**config.mk**
```make
export PLATFORM = sky130hd
export DESIGN_NAME = apb_master
export DESIGN_NICKNAME = d
export VERILOG_FILES = /design/src/rtl/apb_pkg.sv /design/src/rtl/apb_watchdog.sv /design/src/rtl/apb_master.sv
export SDC_FILE = /design/constraint.sdc
export NUM_CORES = 1
export LEC_CHECK = 0
export BUFFER_PORTS_ARGS = -buffer_cell sky130_fd_sc_hd__buf_2
export CORE_MARGIN = 2
export CORE_UTILIZATION = 48
export DETAILED_ROUTE_END_ITERATION = 6
export GPL_ROUTABILITY_DRIVEN = 0
export PLACE_DENSITY = 0.83
export SLEW_MARGIN = 20
export SYNTH_ARGS = -nofsm -noshare
export SYNTH_HDL_FRONTEND = slang
export SYNTH_SLANG_ARGS = --single-unit
export TNS_END_PERCENT = 1
```
**constraint.sdc**
```tcl
create_clock -name clk -period 5.45 [get_ports clk]
set_clock_uncertainty 0.2 [all_clocks]
set_input_delay 0.545 -clock clk [delete_from_list [all_inputs] [get_ports clk]]
set_output_delay 0.545 -clock clk [all_outputs]
set_load 0.01 [all_outputs]
```
**src/rtl/apb_pkg.sv**
```systemverilog
// Shared types for the APB master: FSM state encoding, default widths, request payload.
package apb_pkg;

  localparam int unsigned APB_ADDR_W  = 5;
  localparam int unsigned APB_DATA_W  = 32;
  localparam int unsigned APB_STRB_W  = APB_DATA_W / 8;
  localparam int unsigned APB_TIMEOUT = 16;

  typedef enum logic [1:0] {
    IDLE   = 2'd0,
    SETUP  = 2'd1,
    ACCESS = 2'd2,
    RESP   = 2'd3
  } apb_state_e;

  typedef struct packed {
    logic                  write;
    logic [APB_ADDR_W-1:0] addr;
    logic [APB_DATA_W-1:0] wdata;
    logic [APB_STRB_W-1:0] strb;
    logic                  prot;
  } apb_req_t;

endpackage

```
**src/rtl/apb_watchdog.sv**
```systemverilog
// ACCESS-phase stall counter; 'expired' marks the TIMEOUT-th consecutive stalled cycle.
module apb_watchdog #(
  parameter int unsigned TIMEOUT = 16
) (
  input  logic clk,
  input  logic reset,
  input  logic clear,
  input  logic count,
  output logic expired
);

  localparam int unsigned CNT_W = $clog2(TIMEOUT + 1);

  logic [CNT_W-1:0] cnt;

  // expired is set one cycle early so the master sees it during the final stalled cycle
  always_ff @(posedge clk) begin
    if (reset || clear) begin
      cnt     <= '0;
      expired <= 1'b0;
    end else if (count) begin
      cnt     <= cnt + CNT_W'(1);
      expired <= (cnt == CNT_W'(TIMEOUT - 2));
    end
  end

endmodule

```
**src/rtl/apb_master.sv**
```systemverilog
// Valid/ready command port to APB master bridge, one transfer outstanding.
// Optional ACCESS timeout enabled by defining APB_MASTER_TIMEOUT_EN.
module apb_master
  import apb_pkg::*;
#(
  parameter int unsigned ADDR_W  = APB_ADDR_W,
  parameter int unsigned DATA_W  = APB_DATA_W,
  parameter int unsigned TIMEOUT = APB_TIMEOUT
) (
  input  logic                clk,
  input  logic                reset,
  input  logic                req_valid,
  output logic                req_ready,
  input  logic                req_write,
  input  logic [ADDR_W-1:0]   req_addr,
  input  logic [DATA_W-1:0]   req_wdata,
  input  logic [DATA_W/8-1:0] req_strb,
  input  logic                req_prot,
  output logic                rsp_valid,
  input  logic                rsp_ready,
  output logic [DATA_W-1:0]   rsp_rdata,
  output logic                rsp_err,
  output logic                psel,
  output logic                penable,
  output logic                pwrite,
  output logic [ADDR_W-1:0]   addr,
  output logic [DATA_W-1:0]   pwdata,
  output logic [DATA_W/8-1:0] pstrobe,
  output logic                Prot,
  input  logic                pready,
  input  logic                pslverr,
  input  logic [DATA_W-1:0]   prdata
);

  localparam int unsigned STRB_W = DATA_W / 8;

  apb_state_e state, state_next;
  apb_req_t   req_in;
  logic       accept;
  logic       complete;
  logic       abort;
  logic       wd_expired;

`ifdef APB_MASTER_TIMEOUT_EN
  logic wd_clear;
  logic wd_count;

  assign wd_clear = accept;
  assign wd_count = (state == ACCESS) && !pready;

  apb_watchdog #(
    .TIMEOUT (TIMEOUT)
  ) u_watchdog (
    .clk     (clk),
    .reset   (reset),
    .clear   (wd_clear),
    .count   (wd_count),
    .expired (wd_expired)
  );
`else
  // No watchdog: never expires (TIMEOUT >= 2, so this is constant 0).
  assign wd_expired = (TIMEOUT == 0);
`endif

  // Bundle the incoming request into the shared payload type.
  always_comb begin
    req_in       = '0;
    req_in.write = req_write;
    req_in.addr  = APB_ADDR_W'(req_addr);
    req_in.wdata = APB_DATA_W'(req_wdata);
    req_in.strb  = APB_STRB_W'(req_strb);
    req_in.prot  = req_prot;
  end

  // Next-state and transfer-event decode.
  always_comb begin
    state_next = state;
    accept     = 1'b0;
    complete   = 1'b0;
    abort      = 1'b0;
    unique case (state)
      IDLE: begin
        if (req_valid && req_ready) begin
          accept     = 1'b1;
          state_next = SETUP;
        end
      end
      SETUP: state_next = ACCESS;
      ACCESS: begin
        if (pready) begin
          complete   = 1'b1;
          state_next = RESP;
        end else if (wd_expired) begin
          abort      = 1'b1;
          state_next = RESP;
        end
      end
      RESP: begin
        if (rsp_ready) state_next = IDLE;
      end
      default: state_next = IDLE;
    endcase
  end

  always_ff @(posedge clk) begin
    if (reset) begin
      state <= IDLE;
    end else begin
      state <= state_next;
    end
  end

  // Handshake and APB control flags are registered decodes of the next state.
  always_ff @(posedge clk) begin
    if (reset) begin
      req_ready <= 1'b0;
      rsp_valid <= 1'b0;
      psel      <= 1'b0;
      penable   <= 1'b0;
    end else begin
      req_ready <= (state_next == IDLE);
      rsp_valid <= (state_next == RESP);
      psel      <= (state_next == SETUP) || (state_next == ACCESS);
      penable   <= (state_next == ACCESS);
    end
  end

  // Payload loads only on acceptance and holds otherwise.
  always_ff @(posedge clk) begin
    if (reset) begin
      pwrite  <= 1'b0;
      addr    <= '0;
      pwdata  <= '0;
      pstrobe <= '0;
      Prot    <= 1'b0;
    end else if (accept) begin
      pwrite  <= req_in.write;
      addr    <= ADDR_W'(req_in.addr);
      pwdata  <= DATA_W'(req_in.wdata);
      pstrobe <= req_in.write ? STRB_W'(req_in.strb) : '0;
      Prot    <= req_in.prot;
    end
  end

  // Response capture: slave result on completion, forced error on timeout.
  always_ff @(posedge clk) begin
    if (reset) begin
      rsp_rdata <= '0;
      rsp_err   <= 1'b0;
    end else if (complete) begin
      rsp_rdata <= pwrite ? '0 : prdata;
      rsp_err   <= pslverr;
    end else if (abort) begin
      rsp_rdata <= '0;
      rsp_err   <= 1'b1;
    end
  end

endmodule

```
# == Word level (Yosys, flattened, before mapping) ==
# Index checks and enable logic that the tools add are counted.
# classes
reduce_logical,4
n_mux,12
order_cmp,0
n_mul,0
div,0
n_eq_ne,6
shift,0
bitwise_logic,0
n_addsub,0
# ops
op,count
$mux 32,2
$eq 2x2->1 const B,4
$pmux 2 s4,1
$mux 2,3
$mux 1,5
$eq 2x1->1 const B,2
$logic_not 2->1,2
$mux 4,1
$logic_and 1x1->1,1
$logic_or 1x1->1,1
# totals
latch_bits,0
mem_count,0
output_inout_bits,80
wordCells,34
ff_bits,82
input_bits,81
ram_bits,0
rom_bits,0

# == Logic depth before layout (Yosys ltp) ==
# depth
ltp_word,5
mapped_depth,7
depth_no_buf,5

# == Worst setup path after synthesis ==
# No wires, ideal clock.
# synth_timing
kind,input port to flip-flop
from,input req_valid
to,register psel
setup_ns,0.127
path_slack_ns,3.539
n_path_buf,2
required_time_ns,5.123
arrival_ns,1.585
cell_stages,6
cell_sequence,and4bb_2 -> buf_4 -> buf_4 -> a21o_1 -> ha_1 -> nor2b_1
# synth_via
elab_chain_len,5
word_cells_on_any_way,6
cone_classes,eq/ne: 2; mux: 2; reduce/logical: 2
# synth_rtl
element,line,rtl
start: declaration,apb_master.sv:12,"input logic req_valid,"
$logic_and 1x1->1 *,apb_master.sv:83,if (req_valid && req_ready) begin
$mux 2 *,apb_master.sv:83,
$pmux 2 s4 *,apb_master.sv:81,unique case (state)
named net state_next[0],apb_master.sv:37,"apb_state_e state, state_next;"
$eq 2x1->1 or $eq 2x2->1 (tied branches),apb_master.sv:123,psel <= (state_next == SETUP) || (state_next == ACCESS);
$logic_or 1x1->1 *,apb_master.sv:123,
end signal: assignment,apb_master.sv:123,
end: declaration,apb_master.sv:23,"output logic psel,"
# Mark *: on every way through the listed nets, which the timed path passes. The rest lies on a longest branch.
# A chain may end at the register's enable or synchronous reset.

# == Worst setup path after layout ==
# layout_timing
from,register state[1]
to,register req_ready
# layout_via
elab_chain_len,3
word_cells_on_any_way,9
cone_classes,eq/ne: 3; mux: 4; reduce/logical: 2
# layout_rtl
element,line,rtl
start: declaration,apb_master.sv:37,
start signal: assignment,apb_master.sv:109,state <= state_next;
"$eq 2x2->1, or another cell as far along",apb_master.sv:81,
$pmux 2 s4 *,apb_master.sv:81,
$logic_not 2->1 *,apb_master.sv:121,req_ready <= (state_next == IDLE);
end signal: assignment,apb_master.sv:121,
end: declaration,apb_master.sv:13,"output logic req_ready,"
# Mark *: on every way between the ends. The rest lies on a longest branch, timed or not.

==> impl_metrics.env <==
export IMPL_clkLatencyLatePin_ns=0.33
export IMPL_postCtsSetupRepairBufs=0
export IMPL_ir_worst_vdd_mv=0.164
export IMPL_wl_per_cell_microns=12.8
export IMPL_drc=0
export IMPL_cts_max_level=3
export IMPL_port_buffers=160
export IMPL_routed_via_density=5.05
export IMPL_wl_mm=7.50
export IMPL_fp_dieArea_sq_um=6960
export IMPL_path_clk_slew_ns=0.07
export IMPL_p_per_area_nw_per_um2=299
export IMPL_io_pins=161
export IMPL_final_max_slew_viol_count=0
export IMPL_drive_gt1_share_pct=35.1
export IMPL_cp_required_ns=5.45
export IMPL_dp_hpwl_mm=5.23
export IMPL_drt_initial_drc_count=107
export IMPL_grt_start_max_net_pins=53
export IMPL_ys_seq_area_share_pct=54.2
export IMPL_coreArea_sq_um=6030
export IMPL_dp_slack_ns=3.12
export IMPL_cts_sinks=82
export IMPL_run_status="completed"
export IMPL_synth_seq_cells=82
export IMPL_vias=2956
export IMPL_cts_root_buffer="clkbuf_8"
export IMPL_hold_path_class="in2reg"
export IMPL_worstPathArrival_ns=2.17
export IMPL_synthesis_nets=445
export IMPL_drt_antenna_violating_nets=0
export IMPL_end_kind="flop"
export IMPL_antenna_found_initial=0
export IMPL_grt_overflow_total=0
export IMPL_tightest_slew_ns=0.871
export IMPL_yosysWarnings=0
export IMPL_start_util_pct=50.3
export IMPL_critPathLaunchType="flop"
export IMPL_antenna_cells=0
export IMPL_syn_avg_cell_area_sq_um=8.39
export IMPL_first_pass_iters=4
export IMPL_crit_path_max_fanout=45
export IMPL_finalHoldViolations=0
export IMPL_die_h_microns=83.5
export IMPL_period_share_pct=39.8
export IMPL_cts_resized=0
export IMPL_finalCriticalPeriod_ns=2.17
export IMPL_cts_hold_buf=0
export IMPL_finalSetupViolations=0
export IMPL_grt_setup_unrepaired="no"
export IMPL_clock_path_buffers=2
export IMPL_tns_ns=0
export IMPL_numCtsBuffers=9
export IMPL_grt_pass1_wl_mm=12.5
export IMPL_synthCells=361
export IMPL_layout_setup_ws_ns=3.28
export IMPL_ys_types=20
export IMPL_wl_met2_mm=3.55
export IMPL_grt_pass1_vias=2903
export IMPL_worstSetupPathType="reg2reg"
export IMPL_maxCapViolCount=0
export IMPL_slew_headroom_pct=41.9
export IMPL_dr_max_layer_used="met4"
export IMPL_rows=28
export IMPL_die_width_microns=83.5
export IMPL_nNetsFinal=589
export IMPL_area_delta_synth_final_pct=31.3
export IMPL_tritoncts="yes"
export IMPL_syn_area_sq_um=3030
export IMPL_dr_wl_met3_microns=595
export IMPL_wl_met1_mm=3.17
export IMPL_grtUsageTotal_pct=21.7
export IMPL_p_leak_nw=1.80
export IMPL_clock_fmax_mhz=461
[synthesized netlist by cell type]
master     instances  area [sq um]
o21ai_0            1          5.00
o2bb2ai_1          1          8.76
inv_1              2          7.51
a21oi_1           77           385
dfxtp_1           82          1640
nor2b_1            5          31.3
nand3_1            5          25.0
buf_6              1          11.3
buf_4              5          37.5
buf_2             10          50.1
nor2_1             1          3.75
a21o_1             1          7.51
ha_1               3          37.5
and4bb_2           1          12.5
nand2_1          116           435
and3b_1            1          8.76
nand3b_1          33           248
clkbuf_1          14          52.6
mux2i_1            1          10.0
nand4bb_1          1          11.3
[critical path: stages, from the launching register on]
cell and delay [ns]:
dfxtp_1 0.40, and4bb_2 0.92, a21oi_1 0.14, ha_1 0.25, nor2b_1 0.12
[through the flow]
stage	hold WS (ns)	util (%)	cell area (sq um)	cells	power [mW]
global route	0.229	66.0	3980	585	1.25
floorplan	0.276	-	3030	361	0.761
detailed placement	0.240	63.1	3800	569	0.830
CTS	0.229	65.8	3970	585	1.20
finish	0.245	66.0	3980	585	1.19
global placement	0.236	63.1	3800	569	0.826
[state kept, by name (all words and copies together) (netlist names)]
register and count:
pwdata 32, rsp_rdata 32, addr 5, pstrobe 4
state 2, Prot 1, penable 1, psel 1
pwrite 1, req_ready 1, rsp_err 1, rsp_valid 1
[cell families after synthesis]
logic type                 share of synthesized area (%)
muxes                                              0.330
AOI/OAI and AO/OA                                   13.4
DFF                                                 54.2
and+or+nand+nor                                     25.6
buffers and inverters                               5.24
adders and majority gates                           1.24
[worst paths after layout]
check | startpoint | to | slack (ns) | cells past startpoint
setup / recovery | state[1] | req_ready | 3.28 | 4
hold / removal | req_wdata[14] | pwdata[14] | 0.24 | 3
setup reg to reg | state[1] | req_ready | 3.28 | 4
hold reg to reg | rsp_rdata[17] | rsp_rdata[17] | 0.24 | 2
[cell usage in the layout (no fill, tap or decap)]
master,netlist,layout
ha_1,3,3
clkbuf_1,14,3
a21o_1,1,1
o2bb2ai_1,1,1
nand3b_1,33,33
inv_1,2,2
nand4bb_4,0,1
and3b_2,0,1
clkbuf_8,0,10
clkinv_2,0,3
dfxtp_1,82,82
nor2b_1,5,5
nand3_1,5,5
nor2_1,1,1
mux2i_1,1,1
o21ai_0,1,1
nand2_1,116,116
buf_4,5,3
and4bb_2,1,1
buf_2,10,160
a21oi_1,77,77
[layout make-up]
| cell class | count | area, sq um |
|---|---|---|
| clock buffers | 13 | 149 |
| clock inverters | 3 | 15.0 |
| fillers | 526 | 2050 |
| inverters | 2 | 7.51 |
| multi-input cells | 247 | 1250 |
| flip-flops and latches | 82 | 1640 |
| well taps | 75 | 93.8 |
| repair buffers | 163 | 823 |
[metal layers]
metal / GRT usage [%] / vias up
met5: 0 / -
met4: 9.38 / 0
met3: 6.43 / 17
met2: 38.6 / 122
met1: 23.8 / 1343
li1: - / 1474
[power by group]
| group | leakage, nW | internal, mW | switching [mW] | total (mW) |
|---|---|---|---|---|
| logic | 1.05 | 0.0728 | 0.0964 | 0.169 |
| registers | 0.665 | 0.630 | 0.0174 | 0.648 |
| clock network | 0.0872 | 0.177 | 0.197 | 0.374 |
| total | 1.80 | 0.880 | 0.311 | 1.19 |
(Power assumes the default switching activity.)
